`src/rtl/seq_det_pkg.sv`:
```
// -----------------------------------------------------------------------------
// seq_det_pkg
//
// Shared definitions for the parametrised serial sequence detector:
//   - default pattern-window and match-counter widths,
//   - the overlap-mode enumeration,
//   - sizing helpers for the history register and the fill counter.
//
// Optional feature macro used elsewhere in this slice: SEQ_DET_MATCH_CNT_EN
// -----------------------------------------------------------------------------
package seq_det_pkg;

  localparam int PATTERN_W_DEF = 4;
  localparam int CNT_W_DEF     = 16;

  // Detection mode latched from cfg_overlap.
  typedef enum logic {
    MODE_NON_OVERLAP = 1'b0,
    MODE_OVERLAP     = 1'b1
  } overlap_mode_e;

  // Highest fill count: the window is "full" once PATTERN_W-1 history bits
  // are held, because the newest bit comes straight from the input.
  function automatic int fill_max(input int pw);
    return pw - 1;
  endfunction

  // Fill counter holds 0..pw-1; keep at least one bit so PATTERN_W=1 still
  // produces a legal (constant-zero) counter.
  function automatic int fill_w(input int pw);
    return (pw > 1) ? $clog2(pw) : 1;
  endfunction

  // History register is PATTERN_W-1 bits; PATTERN_W=1 gets a one-bit stub
  // that the parent ignores.
  function automatic int hist_w(input int pw);
    return (pw > 1) ? pw - 1 : 1;
  endfunction

endpackage : seq_det_pkg

```
`src/rtl/seq_detector_param_if.sv`:
```
// -----------------------------------------------------------------------------
// seq_detector_param_if
//
// Serial-input / configuration / match bundle of the sequence detector.
//   in_valid     qualifies in
//   in           serial data bit
//   cfg_load     one-cycle strobe latching cfg_pattern/cfg_mask/cfg_overlap
//   cfg_pattern  pattern, MSB = oldest bit
//   cfg_mask     1 = compare bit, 0 = don't care
//   cfg_overlap  1 = overlapping detection
//   out          Mealy match (combinational)
//   sync_out     out delayed by one clock
//   match_cnt    saturating match count (only with SEQ_DET_MATCH_CNT_EN)
//
// Modports: master drives the stream and configuration, slave is the detector.
// -----------------------------------------------------------------------------
interface seq_detector_param_if
  import seq_det_pkg::*;
#(
  parameter int PATTERN_W = PATTERN_W_DEF
`ifdef SEQ_DET_MATCH_CNT_EN
  ,
  parameter int CNT_W     = CNT_W_DEF
`endif
);

  logic                 in_valid;
  logic                 in;
  logic                 cfg_load;
  logic [PATTERN_W-1:0] cfg_pattern;
  logic [PATTERN_W-1:0] cfg_mask;
  logic                 cfg_overlap;
  logic                 out;
  logic                 sync_out;
`ifdef SEQ_DET_MATCH_CNT_EN
  logic [CNT_W-1:0]     match_cnt;
`endif

  modport master (
    output in_valid, in, cfg_load, cfg_pattern, cfg_mask, cfg_overlap,
    input  out, sync_out
`ifdef SEQ_DET_MATCH_CNT_EN
    ,
    input  match_cnt
`endif
  );

  modport slave (
    input  in_valid, in, cfg_load, cfg_pattern, cfg_mask, cfg_overlap,
    output out, sync_out
`ifdef SEQ_DET_MATCH_CNT_EN
    ,
    output match_cnt
`endif
  );

endinterface : seq_detector_param_if

```
`src/rtl/seq_det_window.sv`:
```
// -----------------------------------------------------------------------------
// seq_det_window
//
// History shift register plus saturating fill counter for the sequence
// detector. The newest bit is not stored here; the parent concatenates the
// live input onto history to form the candidate word.
//
// Ports:
//   clk         clock, rising edge
//   rst         synchronous active-high reset (clears history and fill)
//   shift_en    shift in and count one valid bit
//   clear_fill  force the fill count to zero (wins over the increment)
//   in          serial bit to shift in
//   history     last PATTERN_W-1 accepted bits, bit 0 newest
//   full        fill count has reached PATTERN_W-1
// -----------------------------------------------------------------------------
module seq_det_window
  import seq_det_pkg::*;
#(
  parameter int PATTERN_W = PATTERN_W_DEF
) (
  input  logic                          clk,
  input  logic                          rst,
  input  logic                          shift_en,
  input  logic                          clear_fill,
  input  logic                          in,
  output logic [hist_w(PATTERN_W)-1:0]  history,
  output logic                          full
);

  localparam int              HIST_W   = hist_w(PATTERN_W);
  localparam int              FILL_W   = fill_w(PATTERN_W);
  localparam logic [FILL_W-1:0] FILL_MAX = FILL_W'(fill_max(PATTERN_W));

  logic [HIST_W-1:0] history_q, history_d;
  logic [FILL_W-1:0] fill_q, fill_d;

  // NOTE: every always_comb output gets a default assignment first, so no
  // path through the block leaves a value unassigned and no latch is inferred.
  always_comb begin
    history_d = history_q;
    fill_d    = fill_q;
    if (shift_en) begin
      history_d = (history_q << 1) | HIST_W'(in);
      if (fill_q != FILL_MAX) begin
        fill_d = fill_q + FILL_W'(1);
      end
    end
    // Non-overlapping matches and configuration loads restart the fill even
    // when a bit is shifted in the same cycle.
    if (clear_fill) begin
      fill_d = '0;
    end
  end

  // NOTE: sequential state is updated with non-blocking assignments so every
  // register samples its pre-edge inputs regardless of statement order.
  always_ff @(posedge clk) begin
    if (rst) begin
      history_q <= '0;
      fill_q    <= '0;
    end else begin
      history_q <= history_d;
      fill_q    <= fill_d;
    end
  end

  assign history = history_q;
  assign full    = (fill_q == FILL_MAX);

endmodule : seq_det_window

```
`src/rtl/seq_detector_param.sv`:
```
// -----------------------------------------------------------------------------
// seq_detector_param
//
// Run-time-programmable serial pattern detector. A PATTERN_W-bit candidate
// word {history, in} is compared against the latched pattern under a
// per-bit care mask. Overlapping or non-overlapping detection is selected
// at configuration time.
//
// Parameters:
//   PATTERN_W  pattern/window length, 1..32
//   CNT_W      match counter width (used with SEQ_DET_MATCH_CNT_EN)
//
// Ports:
//   clk  clock, rising edge
//   rst  synchronous active-high reset
//   bus  seq_detector_param_if.slave:
//          in_valid/in stream, cfg_load/cfg_pattern/cfg_mask/cfg_overlap
//          configuration, out (Mealy match), sync_out (out + 1 cycle),
//          match_cnt (only when SEQ_DET_MATCH_CNT_EN is defined)
//
// Optional feature: define SEQ_DET_MATCH_CNT_EN to add a saturating match
// counter that clears on rst or cfg_load.
// -----------------------------------------------------------------------------
module seq_detector_param
  import seq_det_pkg::*;
#(
  parameter int PATTERN_W = PATTERN_W_DEF,
  parameter int CNT_W     = CNT_W_DEF
) (
  input  logic                 clk,
  input  logic                 rst,
  seq_detector_param_if.slave  bus
);

  localparam int HIST_W = hist_w(PATTERN_W);

  if (PATTERN_W < 1 || PATTERN_W > 32 || CNT_W < 1) begin : g_param_check
    $error("seq_detector_param: PATTERN_W must be 1..32 and CNT_W >= 1");
  end

  // ---------------------------------------------------------------------------
  // Configuration registers
  // ---------------------------------------------------------------------------
  logic [PATTERN_W-1:0] pattern_q;
  logic [PATTERN_W-1:0] mask_q;
  overlap_mode_e        overlap_q;

  // NOTE: configuration registers are reset to defined values (pattern 0,
  // compare every bit, overlapping) so the detector is usable straight out of
  // reset without a cfg_load.
  always_ff @(posedge clk) begin
    if (rst) begin
      pattern_q <= '0;
      mask_q    <= '1;
      overlap_q <= MODE_OVERLAP;
    end else if (bus.cfg_load) begin
      pattern_q <= bus.cfg_pattern;
      mask_q    <= bus.cfg_mask;
      overlap_q <= overlap_mode_e'(bus.cfg_overlap);
    end
  end

  // ---------------------------------------------------------------------------
  // Window
  // ---------------------------------------------------------------------------
  logic              shift_en;
  logic              clear_fill;
  logic [HIST_W-1:0] history;
  logic              full;

  seq_det_window #(
    .PATTERN_W (PATTERN_W)
  ) u_window (
    .clk        (clk),
    .rst        (rst),
    .shift_en   (shift_en),
    .clear_fill (clear_fill),
    .in         (bus.in),
    .history    (history),
    .full       (full)
  );

  // Candidate word: stored history with the live bit appended as the newest.
  logic [PATTERN_W-1:0] candidate;

  if (PATTERN_W == 1) begin : g_cand_single
    assign candidate = bus.in;
  end else begin : g_cand_multi
    assign candidate = {history, bus.in};
  end

  // ---------------------------------------------------------------------------
  // Match and window control
  // ---------------------------------------------------------------------------
  logic match;

  always_comb begin
    match      = 1'b0;
    shift_en   = 1'b0;
    clear_fill = 1'b0;

    // cfg_load takes the cycle: the bit is dropped and no match is reported.
    if (bus.in_valid && !bus.cfg_load && !rst && full) begin
      match = (((candidate ^ pattern_q) & mask_q) == '0);
    end

    shift_en   = bus.in_valid && !bus.cfg_load;
    clear_fill = bus.cfg_load || (match && (overlap_q == MODE_NON_OVERLAP));
  end

  assign bus.out = match;

  // ---------------------------------------------------------------------------
  // Registered match
  // ---------------------------------------------------------------------------
  logic sync_out_q;

  always_ff @(posedge clk) begin
    if (rst) begin
      sync_out_q <= 1'b0;
    end else begin
      sync_out_q <= match;
    end
  end

  assign bus.sync_out = sync_out_q;

`ifdef SEQ_DET_MATCH_CNT_EN
  // ---------------------------------------------------------------------------
  // Saturating match counter
  // ---------------------------------------------------------------------------
  logic [CNT_W-1:0] match_cnt_q;

  always_ff @(posedge clk) begin
    if (rst || bus.cfg_load) begin
      match_cnt_q <= '0;
    end else if (match && (match_cnt_q != '1)) begin
      match_cnt_q <= match_cnt_q + CNT_W'(1);
    end
  end

  assign bus.match_cnt = match_cnt_q;
`endif

endmodule : seq_detector_param

```
`src/flat_wrapper.sv`:
```
// flat-port wrapper written by rule: the top's interface ports become plain ports
module seq_detector_param_flat import seq_det_pkg::*;
#(
  parameter int PATTERN_W = PATTERN_W_DEF,
  parameter int CNT_W     = CNT_W_DEF
)
  (clk, rst, bus_in_valid, bus_in, bus_cfg_load, bus_cfg_pattern, bus_cfg_mask, bus_cfg_overlap, bus_out, bus_sync_out);
  seq_detector_param_if #(.PATTERN_W(PATTERN_W)) bus_i ();
  input  logic clk;
  input  logic rst;
  input wire logic [$bits(bus_i.in_valid)-1:0] bus_in_valid;
  input wire logic [$bits(bus_i.in)-1:0] bus_in;
  input wire logic [$bits(bus_i.cfg_load)-1:0] bus_cfg_load;
  input wire logic [$bits(bus_i.cfg_pattern)-1:0] bus_cfg_pattern;
  input wire logic [$bits(bus_i.cfg_mask)-1:0] bus_cfg_mask;
  input wire logic [$bits(bus_i.cfg_overlap)-1:0] bus_cfg_overlap;
  output wire logic [$bits(bus_i.out)-1:0] bus_out;
  output wire logic [$bits(bus_i.sync_out)-1:0] bus_sync_out;
  assign bus_i.in_valid = bus_in_valid;
  assign bus_i.in = bus_in;
  assign bus_i.cfg_load = bus_cfg_load;
  assign bus_i.cfg_pattern = bus_cfg_pattern;
  assign bus_i.cfg_mask = bus_cfg_mask;
  assign bus_i.cfg_overlap = bus_cfg_overlap;
  assign bus_out = bus_i.out;
  assign bus_sync_out = bus_i.sync_out;
  seq_detector_param #(.PATTERN_W(PATTERN_W), .CNT_W(CNT_W)) u_core (.clk(clk), .rst(rst), .bus(bus_i));
endmodule
```
`config.mk`:
```
export PLATFORM = sky130hd
export DESIGN_NAME = seq_detector_param_flat
export DESIGN_NICKNAME = d
export VERILOG_FILES = /design/src/rtl/seq_det_pkg.sv /design/src/rtl/seq_detector_param_if.sv /design/src/rtl/seq_det_window.sv /design/src/rtl/seq_detector_param.sv /design/src/flat_wrapper.sv
export SDC_FILE = /design/constraint.sdc
export NUM_CORES = 1
export LEC_CHECK = 0
export CAP_MARGIN = 20
export CORE_MARGIN = 2
export CORE_UTILIZATION = 45
export DETAILED_ROUTE_END_ITERATION = 7
export GPL_TIMING_DRIVEN = 0
export PLACE_DENSITY = 0.82
export SETUP_SLACK_MARGIN = 0.3
export SYNTH_ARGS = -nofsm -noshare
export SYNTH_HDL_FRONTEND = slang
export SYNTH_SLANG_ARGS = --single-unit
```
`constraint.sdc`:
```
create_clock -name clk -period 1.8 [get_ports clk]
set_input_delay 0.27 -clock clk [delete_from_list [all_inputs] [get_ports clk]]
set_output_delay 0.27 -clock clk [all_outputs]
set_load 0.1 [all_outputs]
```
Word level (Yosys, flattened, before mapping)
Index checks and enable logic that the tools add are counted.
Word-level totals
  latch bits: 0
  memories kept: 0
  bits in writable memories: 0
  ROM bits: 0
  flip-flop bits (word level): 15
Operators by class
  $lt $le $gt $ge: 0
  bitwise operators: 4
  equality and inequality tests: 2
  $add $sub $neg: 1
  reductions and logical operators: 10
  multiply operators: 0
  multiplexer cells: 1
  div/mod/pow operators: 0
  shift operators: 0
Operator list (number)
  AND 4 bit: 1
  logical AND 1 bit: 4
  logical NOT 4 bit: 1
  bitwise XOR 4 bit: 1
  bitwise OR 3 x 1 -> 3 bit: 1
  adder 2 x 1 -> 2 bit, second input constant: 1
  equality test 2 bit, second input constant: 1
  logical NOT 1 bit: 2
  != test 2 bit, second input constant: 1
  AND reduction 2 bit: 1
  OR reduction 2 bit: 1
  logical OR 1 bit: 1
  2-to-1 mux 1 bit: 1
  NOT 1 bit: 1

Logic depth before layout (Yosys ltp)
Gate-level depths: netlist of run 1.
  word-level depth: 8
  depth in mapped cells: 5
  mapped depth without buffers: 5

By module
Synthesis of run 1 repeated with hierarchy kept, for this count alone.
Unflattened totals
  cells, all modules: 60
  area total of the unflattened synthesis: 634.4 µm²
By module, submodules not included
  seq_detector_param: area each 442.9 µm², seq. area each 200.2 µm², cells each 43, instances 1
  seq_det_window: area each 191.4 µm², seq. area each 100.1 µm², cells each 17, instances 1

Least setup slack after synthesis of run 1
Ideal clock, no wire load.
  kind: reg2out
  from: register u_core.u_window.fill_q[0]
  to: output port bus_out
  slack: -0.005 ns
  cell stages (with the launch flop): 5
  path buffers: 0
  arrival: 1.535 ns
  path through: dfxtp_1 -> ha_1 -> nand2_1 -> a21oi_1 -> and4_1
On the way
  cells in the longest elaborated chain, start to end: 3
RTL lines
  start, declared: RTL line seq_det_window.sv:36  | logic [FILL_W-1:0] fill_q, fill_d;
  start signal, assigned: RTL line seq_det_window.sv:64  | fill_q <= fill_d;
  equality test 2 bit: RTL line seq_det_window.sv:69  | assign full = (fill_q == FILL_MAX);
  logical AND 1 bit: RTL line seq_detector_param.sv:103  | if (bus.in_valid && !bus.cfg_load && !rst && full) begin
  2-to-1 mux 1 bit: RTL line seq_detector_param.sv:103
  end, declared: RTL line flat_wrapper.sv:17  | output wire logic [$bits(bus_i.out)-1:0] bus_out;
No other way between the ends.

Final worst setup path of run 1
  from: register u_core.pattern_q[2]
  to: output port bus_out
On the way
  cells in the longest elaborated chain, start to end: 4
RTL lines
  start, declared: RTL line seq_detector_param.sv:44  | logic [PATTERN_W-1:0] pattern_q;
  start signal, assigned: RTL line seq_detector_param.sv:57  | pattern_q <= bus.cfg_pattern;
  bitwise XOR 4 bit: RTL line seq_detector_param.sv:104  | match = (((candidate ^ pattern_q) & mask_q) == '0);
  AND 4 bit: RTL line seq_detector_param.sv:104
  logical NOT 4 bit: RTL line seq_detector_param.sv:104
  2-to-1 mux 1 bit: RTL line seq_detector_param.sv:103
No other way between the ends.

==> flow_metrics.env, run 1 <==
export IMPL_status="finished, final reports clean"
export IMPL_layout_common_cells="dfxtp_1 (11), clkdlybuf4s50_1 (10), mux2i_1 (7), nor2_1 (7), a211o_1 (5)"
export IMPL_ir_drop_v=0.000473
export IMPL_grt_first_pass_wirelength_um=2000
export IMPL_row_count=13
export IMPL_gr_total_overflow=0
export IMPL_startpoint_type="flop"
export IMPL_numCtsBuffers=3
export IMPL_clkSlewWorstSetupHoldPaths_ns=0.09
export IMPL_cts_sinks=15
export IMPL_skew_ns=0.00644
export IMPL_vias=488
export IMPL_slew_headroom=0.638
export IMPL_pwr_share_seq=0.560
export IMPL_hpwl_um=846
export IMPL_fill_cells=104
export IMPL_core_mm2=0.00132
export IMPL_drive_above_1_share=0.284
export IMPL_dp_cells=90
export IMPL_start_util=0.484
export IMPL_clock_latency_ns=0.28
export IMPL_p_per_area_mw_per_mm2=711
export IMPL_finalPower_w=0.000641
export IMPL_ys_ff_latch=15
export IMPL_fp_dieW_um=41.7
export IMPL_die_y_um=41.7
export IMPL_rsz0062_at_grt="true"
export IMPL_htreeDepth=1
export IMPL_crit_fanout=3
export IMPL_seq_area_frac_synth=0.471
export IMPL_io_buffers=15
export IMPL_yosysTopAreaCell="dfxtp_1"
export IMPL_boundaryPins=16
export IMPL_viasPerCell=5.08
export IMPL_drc=0
export IMPL_hp_class="in -> reg"
export IMPL_grt_pass1_vias=468
export IMPL_multiInputGateArea_um2=365
export IMPL_postSynthCellCount=60
export IMPL_cts_tree="done"
export IMPL_crit_required_ns=1.53
export IMPL_fin_nets=97
export IMPL_swShare=0.244
export IMPL_grt_max_degree=11
export IMPL_wl_um=1170
export IMPL_synth_top_area_share=0.471
export IMPL_drt_wirelength_per_cell_um=12.2
export IMPL_hold_viol_final=0
export IMPL_drv_slew=0
export IMPL_area_growth_pct=41.2
export IMPL_reg2reg_slack_ns=0.53
export IMPL_antenna_found_initial=0
export IMPL_postCtsHoldBufs=0
export IMPL_die_area_mm2=0.00174
export IMPL_intPower_w=0.000485
export IMPL_placed_area_um2=810
export IMPL_syn_nets=75
export IMPL_final_common_cell="dfxtp_1"
export IMPL_combPwrFrac=0.139
export IMPL_tightest_slew_ns=0.546
export IMPL_finalSetupViolCount=0
export IMPL_power_clock_fraction=0.302
export IMPL_syn_avg_cell_area_um2=10.6
export IMPL_place_gp_congestion=0.674
export IMPL_synth_warnings=0
export IMPL_critPathCaptureType="output pin"
export IMPL_clock_path_buffers=2
export IMPL_clockRootBuffer="clkbuf_4"
export IMPL_fin_cells=96
export IMPL_finalCriticalPeriod_ns=1.70
export IMPL_grt_usage=0.153
export IMPL_dr_pass1_iters=4
export IMPL_regArea_um2=305
export IMPL_final_util=0.684
export IMPL_antenna_left=0
export IMPL_switchingPower_w=0.000156
export IMPL_yosys_cell_types_count=19
export IMPL_arrival_ns=1.43
export IMPL_max_freq_mhz=588
export IMPL_yosys_top_cells_area="dfxtp_1 (47%), mux2i_1 (11%), a211o_1 (6.9%)"
export IMPL_criticalPathCategory="reg -> out"
export IMPL_maxCapViolCount=0
export IMPL_whs_ns=0.403
export IMPL_leakage_nw=0.414
export IMPL_num_antenna_cells=0
export IMPL_detailedRoute_firstIterationViolations=12
export IMPL_layout_worst_path_cycle_share=0.944
export IMPL_fin_area_um2=901
export IMPL_netlist_area_um2=638
[metrics by stage]
step | setup TNS, ns | worst slack (ns)
floorplan | 0 | 0.371
global placement | -1.07 | -1.07
detailed placement | -1.07 | -1.07
CTS | 0 | 0.104
global route | 0 | 0.0474
finish | 0 | 0.101
[repair_timing]
action / 4_1_cts / 5_1_grt
buffers inserted: 1 / 1
pin swaps: 3 / 4
endpoints found under the setup margin: 2 / 1
gates resized for setup: 23 / 4
[layout make-up]
class	instances	share of cell area
multi-input cells	43	0.406
flip-flops and latches	15	0.339
repair buffers	17	0.192
clock buffers	3	0.0250
well taps	15	0.0208
plain buffers	2	0.0125
clock inverters	1	0.00556
[flip-flops by register name, indices dropped and copies added (netlist names)]
signal	cells
u_core.pattern_q	4
u_core.mask_q	4
u_core.bus.sync_out	1
u_core.u_window.history	3
u_core.u_window.fill_q	2
u_core.overlap_q	1
[worst paths after layout]
kind | startpoint | to | depth (start not counted)
worst max-delay path | u_core.pattern_q[2] | bus_out | 4
worst min-delay path | bus_in | u_core.u_window.history[0] | 3
worst max register to register | u_core.u_window.fill_q[0] | u_core.u_window.fill_q[1] | 4
worst min register to register | u_core.pattern_q[2] | u_core.pattern_q[2] | 2
[power groups by stage]
| stage | sequential [W] | combinational, W | clock [W] |
|---|---|---|---|
| 6_report | 0.000358 | 0.0000889 | 0.000193 |
| 5_1_grt | 0.000361 | 0.0000967 | 0.000223 |
| 4_1_cts | 0.000358 | 0.0000887 | 0.000203 |
| 3_5_place_dp | 0.000364 | 0.0000861 | 0 |
| 3_3_place_gp | 0.000363 | 0.0000844 | 0 |
| 2_1_floorplan | 0.000362 | 0.0000468 | 0 |
[critical path, cell delays in order, from the launching register on]
cell     delay, ns
dfxtp_2       0.34
xor2_2        0.18
a22oi_2       0.21
and4_4        0.25
buf_12        0.17
[layer usage]
metal	share of wire	vias to the layer above	track usage	wire [µm]
li1	-	250	-	-
met1	0.42	226	0.168	489
met2	0.52	10	0.269	614
met3	0.044	2	0.0391	51
met4	0.014	0	0.0774	16
met5	0	-	0	0
[cell families after synthesis]
kind of cell / synth area share
muxes: 0.133
DFF: 0.471
AOI/OAI and AO/OA: 0.0882
adders and majority gates: 0.0196
and+or+nand+nor: 0.206
xor gates and xnor gates: 0.0686
buffers and inverters: 0.0137
[synth_stat cells, drive strengths merged]
cell type,number
nand4b,1
dfxtp,15
and4,2
mux2,1
a211o,5
nor2,9
nand2,2
nor2b,2
mux2i,7
xor2,5
buf,2
and3,2
ha,1
a21oi,1
a22oi,1
and2b,3
nand2b,1
Note: power is estimated with default switching activity, not from simulation.
==> inputs of run 2 (changes only) <==
--- a/config.mk
+++ b/config.mk
@@ -6,11 +6,15 @@
 export NUM_CORES = 1
 export LEC_CHECK = 0
 export CAP_MARGIN = 20
+export CELL_PAD_IN_SITES_DETAIL_PLACEMENT = 1
+export CELL_PAD_IN_SITES_GLOBAL_PLACEMENT = 1
+export CORE_ASPECT_RATIO = 1.1
 export CORE_MARGIN = 2
-export CORE_UTILIZATION = 45
+export CORE_UTILIZATION = 35
+export CTS_CLUSTER_DIAMETER = 30
 export DETAILED_ROUTE_END_ITERATION = 7
 export GPL_TIMING_DRIVEN = 0
-export PLACE_DENSITY = 0.82
+export PLACE_DENSITY = 0.83
 export SETUP_SLACK_MARGIN = 0.3
 export SYNTH_ARGS = -nofsm -noshare
 export SYNTH_HDL_FRONTEND = slang
==> flow_metrics.env, run 2 (synthesis gave the netlist of run 1 again) <==
export IMPL_fill_cells=192
export IMPL_htreeDepth=1
export IMPL_row_count=16
export IMPL_pre_cts_ws_ns=-1.13
export IMPL_clock_path_buffers=2
export IMPL_crit_chain="dlygate4sd2_1 -> buf_4 -> nor2_2 -> and4_4 -> buf_12"
export IMPL_swShare=0.235
export IMPL_pwr_share_seq=0.560
export IMPL_viasPerCell=5.01
export IMPL_place_gp_congestion=0.765
export IMPL_clock_latency_ns=0.28
export IMPL_crit_fanout=10
export IMPL_core_mm2=0.00174
export IMPL_critPathCaptureType="output pin"
export IMPL_grt_first_pass_wirelength_um=2330
export IMPL_drc=0
export IMPL_layout_worst_path_cycle_share=0.921
export IMPL_finalPower_w=0.000640
export IMPL_max_freq_mhz=603
export IMPL_antenna_found_initial=0
export IMPL_fin_nets=99
export IMPL_cts_sinks=15
export IMPL_crit_family="buffers and inverters"
export IMPL_area_growth_pct=42.4
export IMPL_status="finished, final reports clean"
export IMPL_crit_required_ns=1.53
export IMPL_clkSlewWorstSetupHoldPaths_ns=0.08
export IMPL_criticalPathCategory="in -> out"
export IMPL_ir_drop_v=0.000386
export IMPL_slowest_stage="dlygate4sd2_1"
export IMPL_num_antenna_cells=0
export IMPL_dr_pass1_iters=4
export IMPL_postCtsHoldBufs=0
export IMPL_rsz0062_at_grt="true"
export IMPL_antenna_left=0
export IMPL_startpoint_type="input port"
export IMPL_worst_slack_ns=0.142
export IMPL_path_buf_inv=3
export IMPL_final_common_cell="dfxtp_1"
export IMPL_fin_area_um2=908
export IMPL_skew_ns=0.00535
export IMPL_hpwl_um=980
export IMPL_arrival_ns=1.39
export IMPL_layout_common_cells="dfxtp_1 (13), clkdlybuf4s50_1 (10), mux2i_1 (7), nor2_1 (7)"
export IMPL_gr_total_overflow=0
export IMPL_switchingPower_w=0.000151
export IMPL_final_util=0.522
export IMPL_start_util=0.366
export IMPL_clockRootBuffer="clkbuf_4"
export IMPL_tightest_slew_ns=0.541
export IMPL_drv_slew=0
export IMPL_die_area_mm2=0.00218
export IMPL_max_stage_delay_ns=0.31
export IMPL_maxCapViolCount=0
export IMPL_finalCriticalPeriod_ns=1.66
export IMPL_slew_headroom=0.641
export IMPL_numCtsBuffers=3
export IMPL_intPower_w=0.000490
export IMPL_fp_dieW_um=44.7
export IMPL_io_buffers=15
export IMPL_die_y_um=48.8
export IMPL_wl_um=1350
export IMPL_placed_area_um2=813
export IMPL_p_per_area_mw_per_mm2=705
export IMPL_grt_pass1_vias=544
export IMPL_boundaryPins=16
export IMPL_leakage_nw=0.421
export IMPL_combPwrFrac=0.146
export IMPL_power_clock_fraction=0.294
export IMPL_finalSetupViolCount=0
export IMPL_drt_wirelength_per_cell_um=13.3
export IMPL_grt_max_degree=11
export IMPL_vias=506
export IMPL_hp_class="in -> reg"
export IMPL_cts_tree="done"
export IMPL_hold_viol_final=0
export IMPL_detailedRoute_firstIterationViolations=12
export IMPL_grt_usage=0.146
export IMPL_drive_above_1_share=0.253
[run 2: cell count changes in the layout (fill, tap and decap cells not counted)]
cell / previous run / this run
clkinv_2: 1 / 0
dfxtp_2: 4 / 2
clkbuf_1: 0 / 1
xor2_2: 1 / 0
buf_4: 3 / 5
xor2_1: 4 / 5
dfxtp_1: 11 / 13
[run 2: path summary, 6_finish.rpt]
kind	slack, ns	endpoint	depth (start not counted)	from
min	0.41	u_core.u_window.history[0]	3	bus_in
max reg2reg	0.44	u_core.u_window.fill_q[1]	5	u_core.u_window.fill_q[1]
max	0.14	bus_out	5	bus_cfg_load
min reg2reg	0.52	u_core.pattern_q[2]	2	u_core.pattern_q[2]
[run 2: metal layers]
layer  up-vias  global-route usage  wire length (µm)  part of all wire
met3         4              0.0259                24             0.018
li1        257                   -                 -                 -
met4         0               0.101                34             0.025
met2         8               0.254               729              0.54
met1       237               0.151               560              0.42
met5         -                   0                 0                 0
[run 2: per-stage QoR]
stage	hold slack [ns]	std cells	setup TNS (ns)
2_1_floorplan	0.369	60	0
3_3_place_gp	0.497	93	-1.07
3_5_place_dp	0.507	93	-1.13
4_1_cts	0.424	101	0
5_1_grt	0.451	101	0
6_report	0.414	101	0
[run 2: area by class of cell]
class / count / area [µm²] / share of cell area
multi-input combinational: 43 / 358 / 0.394
timing repair buffer: 19 / 188 / 0.207
clock buffer: 4 / 26.3 / 0.0289
tap: 18 / 22.5 / 0.0248
sequential: 15 / 303 / 0.333
buffer: 2 / 11.3 / 0.0124
[run 2: worst min-delay path: cells and delay by family]
| kind | cells | cell delay [ns] |
|---|---|---|
| buffers and inverters | 1 | 0.23 |
| multiplexers | 1 | 0.08 |
| AND/OR/NAND/NOR | 1 | 0.08 |
[run 2: repair_timing]
item,CTS,global route
pin swaps,4,1
setup buffers,4,0
cloned,0,0
resized for setup,23,1
endpoints found under the setup margin,2,1
[run 2: power by group through the flow]
| stage | Combinational (W) | Clock [W] | Sequential [W] |
|---|---|---|---|
| 3_3_place_gp | 0.0000854 | 0 | 0.000363 |
| 3_5_place_dp | 0.0000880 | 0 | 0.000365 |
| 4_1_cts | 0.0000941 | 0.000194 | 0.000358 |
| 5_1_grt | 0.000103 | 0.000221 | 0.000361 |
| 2_1_floorplan | 0.0000468 | 0 | 0.000362 |
| 6_report | 0.0000937 | 0.000188 | 0.000358 |
